==> config.mk <==
export PLATFORM = sky130hd
export DESIGN_NAME = seq_trigger_monitor
export DESIGN_NICKNAME = d
export VERILOG_FILES = /design/src/rtl/seq_mon_pkg.sv /design/src/rtl/seq_run_counter.sv /design/src/rtl/seq_trigger_monitor.sv
export SDC_FILE = /design/constraint.sdc
export NUM_CORES = 1
export LEC_CHECK = 0
export ABC_AREA = 1
export BUFFER_PORTS_ARGS = -buffer_cell sky130_fd_sc_hd__buf_2
export CAP_MARGIN = 10
export CORE_ASPECT_RATIO = 2
export CORE_MARGIN = 8
export CORE_UTILIZATION = 35
export DETAILED_ROUTE_END_ITERATION = 10
export GPL_TIMING_DRIVEN = 0
export MAX_ROUTING_LAYER = met4
export PLACE_DENSITY = 0.54
export RECOVER_POWER = 50
export SETUP_SLACK_MARGIN = 0.1
export SLEW_MARGIN = 10
export SYNTH_ARGS = -nofsm -noshare
export SYNTH_HDL_FRONTEND = slang
export SYNTH_SLANG_ARGS = --single-unit
==> constraint.sdc <==
create_clock -name clock -period 1.3 [get_ports clock]
set_input_delay 0.13 -clock clock [delete_from_list [all_inputs] [get_ports clock]]
set_output_delay 0.13 -clock clock [all_outputs]
set_load 0.02 [all_outputs]
==> src/rtl/seq_mon_pkg.sv <==
// ============================================================================
// Module      : seq_mon_pkg
// Description : Shared constants and trace-vector type for seq_trigger_monitor.
// Revision    : 1.0 - initial release
// ============================================================================
`default_nettype none

package seq_mon_pkg;

    localparam int DDD_LEN_MAX = 15;
    localparam int RUN_W       = 4;

    typedef struct packed {
        logic a;
        logic b;
        logic c;
        logic d;
    } trace_t;

endpackage

`default_nettype wire

==> src/rtl/seq_run_counter.sv <==
// ============================================================================
// Module      : seq_run_counter
// Description : Saturating consecutive-high run counter; met flags that the
//               current high sample completes a run of THRESH samples.
// Revision    : 1.0 - initial release
// ============================================================================
`default_nettype none

module seq_run_counter #(
    parameter int THRESH = 3,
    parameter int RUN_W  = 4
) (
    input  logic clock,
    input  logic reset_n,
    input  logic din,
    output logic met
);

    localparam logic [RUN_W:0] c_thresh = (RUN_W + 1)'(THRESH);

    logic [RUN_W-1:0] r_run;
    logic [RUN_W:0]   w_inc;

    // One extra bit so the compare never wraps at the top of the range
    assign w_inc = {1'b0, r_run} + 1'b1;
    assign met   = din & (w_inc >= c_thresh);

    always_ff @(posedge clock or negedge reset_n) begin
        if (!reset_n) begin
            r_run <= '0;
        end else if (!din) begin
            r_run <= '0;
        end else if (w_inc >= c_thresh) begin
            r_run <= c_thresh[RUN_W-1:0];
        end else begin
            r_run <= w_inc[RUN_W-1:0];
        end
    end

endmodule

`default_nettype wire

==> src/rtl/seq_trigger_monitor.sv <==
// ============================================================================
// Module      : seq_trigger_monitor
// Description : Tracks aac / cbb / ddd sequence end points and checks
//               "aac & cbb at t => ddd at t+1", with failure statistics.
//               Define SEQ_MON_COVER_EN to build the antecedent hit counter.
// Revision    : 1.0 - initial release
// ============================================================================
`default_nettype none

module seq_trigger_monitor
    import seq_mon_pkg::*;
#(
    parameter int DDD_LEN = 3,
    parameter int CNT_W   = 8
) (
    input  logic             clock,
    input  logic             reset_n,
    input  logic             A,
    input  logic             B,
    input  logic             C,
    input  logic             D,
    output logic             aac_trig,
    output logic             cbb_trig,
    output logic             ddd_trig,
    output logic             fail,
    output logic             fail_seen,
    output logic [CNT_W-1:0] fail_count,
    output logic [CNT_W-1:0] first_fail_cycle,
    output logic [CNT_W-1:0] hit_count
);

    localparam logic [CNT_W-1:0] c_cnt_max = '1;

    trace_t           w_smp;
    logic             w_aac_now;
    logic             w_cbb_now;
    logic             w_ddd_now;
    logic             w_viol;

    logic             r_a_prev;
    logic             r_c_prev;
    logic             r_cbb_live;
    logic             r_pend;
    logic [CNT_W-1:0] r_cycle;

    assign w_smp = '{a: A, b: B, c: C, d: D};

    // A[+] ending at t-1 only needs A at t-1, so one history bit is enough
    assign w_aac_now = w_smp.c & r_a_prev;
    assign w_cbb_now = w_smp.b & (r_c_prev | r_cbb_live);
    assign w_viol    = r_pend & ~w_ddd_now;

    seq_run_counter #(
        .THRESH (DDD_LEN),
        .RUN_W  (RUN_W)
    ) u_ddd_run (
        .clock   (clock),
        .reset_n (reset_n),
        .din     (w_smp.d),
        .met     (w_ddd_now)
    );

    always_ff @(posedge clock or negedge reset_n) begin
        if (!reset_n) begin
            r_a_prev   <= 1'b0;
            r_c_prev   <= 1'b0;
            r_cbb_live <= 1'b0;
            r_pend     <= 1'b0;
            r_cycle    <= '0;
            aac_trig   <= 1'b0;
            cbb_trig   <= 1'b0;
            ddd_trig   <= 1'b0;
        end else begin
            r_a_prev   <= w_smp.a;
            r_c_prev   <= w_smp.c;
            r_cbb_live <= w_cbb_now;
            r_pend     <= w_aac_now & w_cbb_now;
            aac_trig   <= w_aac_now;
            cbb_trig   <= w_cbb_now;
            ddd_trig   <= w_ddd_now;
            if (r_cycle != c_cnt_max) begin
                r_cycle <= r_cycle + 1'b1;
            end
        end
    end

    always_ff @(posedge clock or negedge reset_n) begin
        if (!reset_n) begin
            fail             <= 1'b0;
            fail_seen        <= 1'b0;
            fail_count       <= '0;
            first_fail_cycle <= '0;
        end else begin
            fail <= w_viol;
            if (w_viol) begin
                fail_seen <= 1'b1;
                if (fail_count != c_cnt_max) begin
                    fail_count <= fail_count + 1'b1;
                end
                if (!fail_seen) begin
                    first_fail_cycle <= r_cycle;
                end
            end
        end
    end

`ifdef SEQ_MON_COVER_EN
    logic [CNT_W-1:0] r_hit_count;

    always_ff @(posedge clock or negedge reset_n) begin
        if (!reset_n) begin
            r_hit_count <= '0;
        end else if (w_aac_now && w_cbb_now && (r_hit_count != c_cnt_max)) begin
            r_hit_count <= r_hit_count + 1'b1;
        end
    end

    assign hit_count = r_hit_count;
`else
    assign hit_count = '0;
`endif

endmodule

`default_nettype wire

* Yosys cells after proc, flatten, opt, wreduce, memory -nomap -nowiden
Index checks and enable logic that the tools add are counted.
** Operators by class
- $add $sub $neg :: 3
- Order comparisons :: 1
- Equality and inequality tests :: 2
- Mux-type cells :: 2
- Bitwise gates (word level) :: 8
- Reduce and logical (&&, ||, !) cells :: 2
** Operator list (count)
- $add A8 B1 Y8 const B :: 2
- $ne A8 B8 Y1 const B :: 2
- $mux W4 :: 2
- $add A4 B1 Y5 const B :: 1
- $and A1 B1 Y1 :: 5
- $ge A5 B2 Y1 const B :: 1
- $reduce_and A2 Y1 :: 2
- $not A1 Y1 :: 2
- $or A1 B1 Y1 :: 1
** Storage, ports and cells
- Register bits after elaboration :: 36
- Output and inout bits :: 29
- Logic and storage cells :: 30

* Longest topological paths before layout
- Word-level depth :: 6
- Depth in mapped cells :: 10

* Modules after synthesis
From an unflattened synthesis, not the netlist that was laid out.
** Unflattened totals
- Cell total of the unflattened synthesis :: 196
- Area, all modules :: 1761.7 um2
** Modules (own cells, without submodules)
- seq_trigger_monitor :: instances 1, cells each 165, area each 1535.2 um2, sequential area each 800.8 um2
- seq_run_counter :: instances 1, cells each 31, area each 226.5 um2, sequential area each 100.1 um2

* Worst setup path after synthesis
No wires, ideal clock.
- Path kind :: register to register
- Start :: register u_ddd_run.r_run[0]
- End :: register fail_seen
- Library setup time :: 0.122 ns
- Arrival time :: 1.307 ns
- Data required time :: 1.178 ns
- Slack :: -0.129 ns
- Stages on the path, launching flop included :: 10
- Path buffers :: 1
- Clock period less this slack :: 1.429 ns
- Cell sequence :: dfrtp_1 > inv_1 > ha_1 > o21ai_1 > nor2_2 > nand3_2 > nand2_4 > buf_4 > nand2_1 > nand2_1
** Between the ends
- Word-level cells in the longest chain between the ends :: 5
** RTL lines
- start, declared :: line seq_run_counter.sv:21 : logic [RUN_W-1:0] r_run;
- start signal, assigned :: line seq_run_counter.sv:34 : r_run <= c_thresh[RUN_W-1:0];
- start signal, assigned :: line seq_run_counter.sv:36 : r_run <= w_inc[RUN_W-1:0];
- $add A4 B1 Y5 :: line seq_run_counter.sv:25 : assign w_inc = {1'b0, r_run} + 1'b1;
- $ge A5 B2 Y1 :: line seq_run_counter.sv:26 : assign met = din & (w_inc >= c_thresh);
- $and A1 B1 Y1 :: line seq_run_counter.sv:26
- $not A1 Y1 :: line seq_trigger_monitor.sv:51 : assign w_viol = r_pend & ~w_ddd_now;
- $and A1 B1 Y1 :: line seq_trigger_monitor.sv:51
- end signal, assigned :: line seq_trigger_monitor.sv:90 : fail_seen <= 1'b0;
- end signal, assigned :: line seq_trigger_monitor.sv:96 : fail_seen <= 1'b1;
- end, declared :: line seq_trigger_monitor.sv:26 : output logic fail_seen,
No other way between the ends.
A chain may end at the register's enable or synchronous reset.

* Worst setup path after layout
- Start :: register u_ddd_run.r_run[1]
- End :: register first_fail_cycle[5]
** Between the ends
- Word-level cells in the longest chain between the ends :: 6
** RTL lines
- $add A4 B1 Y5 :: line seq_run_counter.sv:25
- $ge A5 B2 Y1 :: line seq_run_counter.sv:26
- $and A1 B1 Y1 :: line seq_run_counter.sv:26
- $not A1 Y1 :: line seq_trigger_monitor.sv:51
- $and A1 B1 Y1 :: line seq_trigger_monitor.sv:51
- $reduce_and A2 Y1 (no line)
- end signal, assigned :: line seq_trigger_monitor.sv:101 : first_fail_cycle <= r_cycle;
- end, declared :: line seq_trigger_monitor.sv:28 : output logic [CNT_W-1:0] first_fail_cycle,
No other way between the ends.

==> results.yml <==
status:
  outcome: "finished with violations"
  failed_checks: "negative setup slack"
timing:
  fin_crit_sh_pct: 116
  relSlewSlack_pct: 44.4
  setup_slack_ns: -0.204
  tns_ns: -3.67
  finalHoldViolCount: 0
  grt_setup_unrepaired: "yes"
  fmax_ghz: 0.665
  finalCriticalPeriod_ns: 1.50
  drv_slew: 0
  setup_viol: 22
  final.setup_skew_ns: 0.0106
  worstMarginPinSlew_ns: 0.834
  holdWs_ns: 0.0795
final_layout:
  fill_cells: 501
  drive_gt1_share_pct: 40.3
  synthToLayoutAreaGrowth_pct: 34.6
  final_common_cell: "nand2_1"
  utilization_pct: 48.4
  multi_input_area_sq_um: 830
  design_area_sq_mm: 0.00235
  mostFrequentLayoutCells: "nand2_1, dfrtp_1, buf_2"
  register_area_sq_um: 906
  antenna_cells: 0
  stdcell_count: 300
  layout.nets: 253
flow_run:
  cap_violations: 0
setup_path:
  crit_required_ns: 1.47
  slowest_delay_ns: 0.42
  startpoint_type: "flop"
  crit_arrival_ns: 1.68
  cp_common_cell: "nand2_1"
  path_class: "flop to flop"
  end_kind: "flop"
  crit_path_cell_trace: "ha_2, inv_2, nand2_1, nand2_1, nor2_2, nand3_2, nand2_4, nand3_4, nand2_1, nand2_1"
  r2r_cells: 10
  critPathSlowestCell: "dfrtp_1"
  r2r_start: "u_ddd_run.r_run[1]"
  critPathLaunch: "u_ddd_run.r_run[1]"
  critPathMaxFanout: 8
hold_path:
  hp-start: "B"
  hold_depth: 2
  hold_path_class: "input port to flop"
placement:
  gp_congestion: 0.793
  dp_cells: 277
  portBuffers: 26
  place_area_sq_mm: 0.00200
  dp_hpwl_mm: 2.74
  preCtsSetupSlack_ns: -0.272
clock_network:
  cts_tree: "yes"
  clockBufferDepth: 2
  clk_pin_slew_ns: 0.07
  h-tree-depth: 2
  cts_buffers: 5
  cts_sinks: 36
  clockRootBuffer: "clkbuf_8"
  worstSkewPairLatency_ns: 0.29
synthesis:
  ys_top_cells_by_area: "dfrtp_1, nand2_1, nand4_1"
  yosysUniqueCellTypes: 27
  netlist.top_cell.by_area: "dfrtp_1"
  synth.avg_cell_area_sq_um: 9.46
  syn-cell-area_sq_mm: 0.00175
  synth_warnings: 0
  synth_top_flop_cell: "dfrtp_1"
  synth-async-reset-ratio_pct: 100
  synth_edf_count: 0
  synth_top_area_share_pct: 51.5
  yosysSeqAreaShare_pct: 51.5
  synthCells: 185
  synth.ff_latch_count: 36
drt:
  first_iter_violations: 72
  num_vias: 1404
  ant_nets: 0
  drc_errors: 0
  wl_mm: 4.09
  wl_per_cell_microns: 13.6
  first_pass_iters: 4
  viasPerCell: 4.68
pwr:
  ir_drop_uv: 751
  p_leak_nw: 1.26
  p_per_area_mw_per_mm2: 1140
  totalPowerFinal_mw: 2.68
floorplan:
  coreArea_sq_mm: 0.00486
  rows: 36
  dieHeight_microns: 116
  start_util_pct: 36.0
  dieArea_sq_mm: 0.00765
  num_io_pins: 35
  die_x_microns: 66.0
grt:
  grt_first_pass_wirelength_mm: 6.59
  grt_pass1_vias: 1372
  grt_antenna_before_repair: 0
  overflow: 0
  grt_usage_pct: 11.6
  grt_max_degree: 37
-- Yosys cell counts, types with 2 or more instances --
cell type,number
nand3_1,5
nor3_1,2
nand3_2,4
buf_4,9
xnor2_1,3
nor2_1,2
xor2_1,6
dfrtp_1,36
inv_1,20
nand2_1,54
o21ai_0,4
nor2_4,2
buf_2,2
nand4_1,18
nand3_4,3
ha_1,4
-- worst paths after layout --
kind,end,slack [ns]
hold / removal,r_cbb_live,0.08
setup reg to reg,first_fail_cycle[5],-0.20
min in group asynchronous,r_cycle[6],0.50
hold reg to reg,first_fail_cycle[0],0.48
setup / recovery,first_fail_cycle[5],-0.20
max in group asynchronous,u_ddd_run.r_run[0],0.22
-- critical path, delay by kind of cell (launching register included) --
family	cells	cell delay, ns
adder cells (fa/ha/maj)	1	0.21
buffers and inverters	1	0.04
AND/OR/NAND/NOR	8	0.72
flip-flops	1	0.42
-- logic make-up (layout without fill, tap and decap cells) --
family,count (synthesis),in the layout,share of synthesized area (%)
simple gates,94,94,29.0
flops,36,36,51.5
buf+inv,34,83,9.80
xor+xnor,9,9,4.51
compound gates,7,7,2.15
fa+ha+maj,4,4,2.86
other cells,1,10,0.214
-- flip-flops by register name, indices dropped and copies added (netlist names) --
signal	flops
aac_trig	1
ddd_trig	1
fail	1
fail_count	8
fail_seen	1
first_fail_cycle	8
r_a_prev	1
r_c_prev	1
r_cbb_live	1
r_cycle	8
r_pend	1
u_ddd_run.r_run	4
-- where the power goes --
| part | switching [mW] | internal (mW) |
|---|---|---|
| clock | 0.396 | 0.472 |
| combinational | 0.317 | 0.206 |
| sequential | 0.0891 | 1.20 |
| total | 0.802 | 1.88 |
-- per-layer routing --
metal	global-route usage [%]	vias up	share of wire, %
li1	-	692	-
met1	11.6	679	37
met2	20.4	27	56
met3	1.94	6	4.1
met5	-	-	0
met4	6.46	0	2.4
-- cell type report --
| class | instances | share of cell area, % |
|---|---|---|
| Buffer | 12 | 3.93 |
| Multi-Input combinational cell | 124 | 35.2 |
| Sequential cell | 36 | 38.5 |
| Tap cell | 57 | 3.03 |
| Inverter | 22 | 3.51 |
| Timing Repair Buffer | 42 | 11.7 |
| Clock buffer | 7 | 4.09 |
-- repair_timing --
item / CTS / global route
pin swaps: 9 / 8
hold buffers: 3 / 0
setup endpoints to repair: 29 / 53
setup buffers: 10 / 4
endpoints found under the hold margin: 38 / 0
gates cloned: 1 / 0
resized for setup: 21 / 17
No activity file was read; power rests on OpenSTA's default activity.
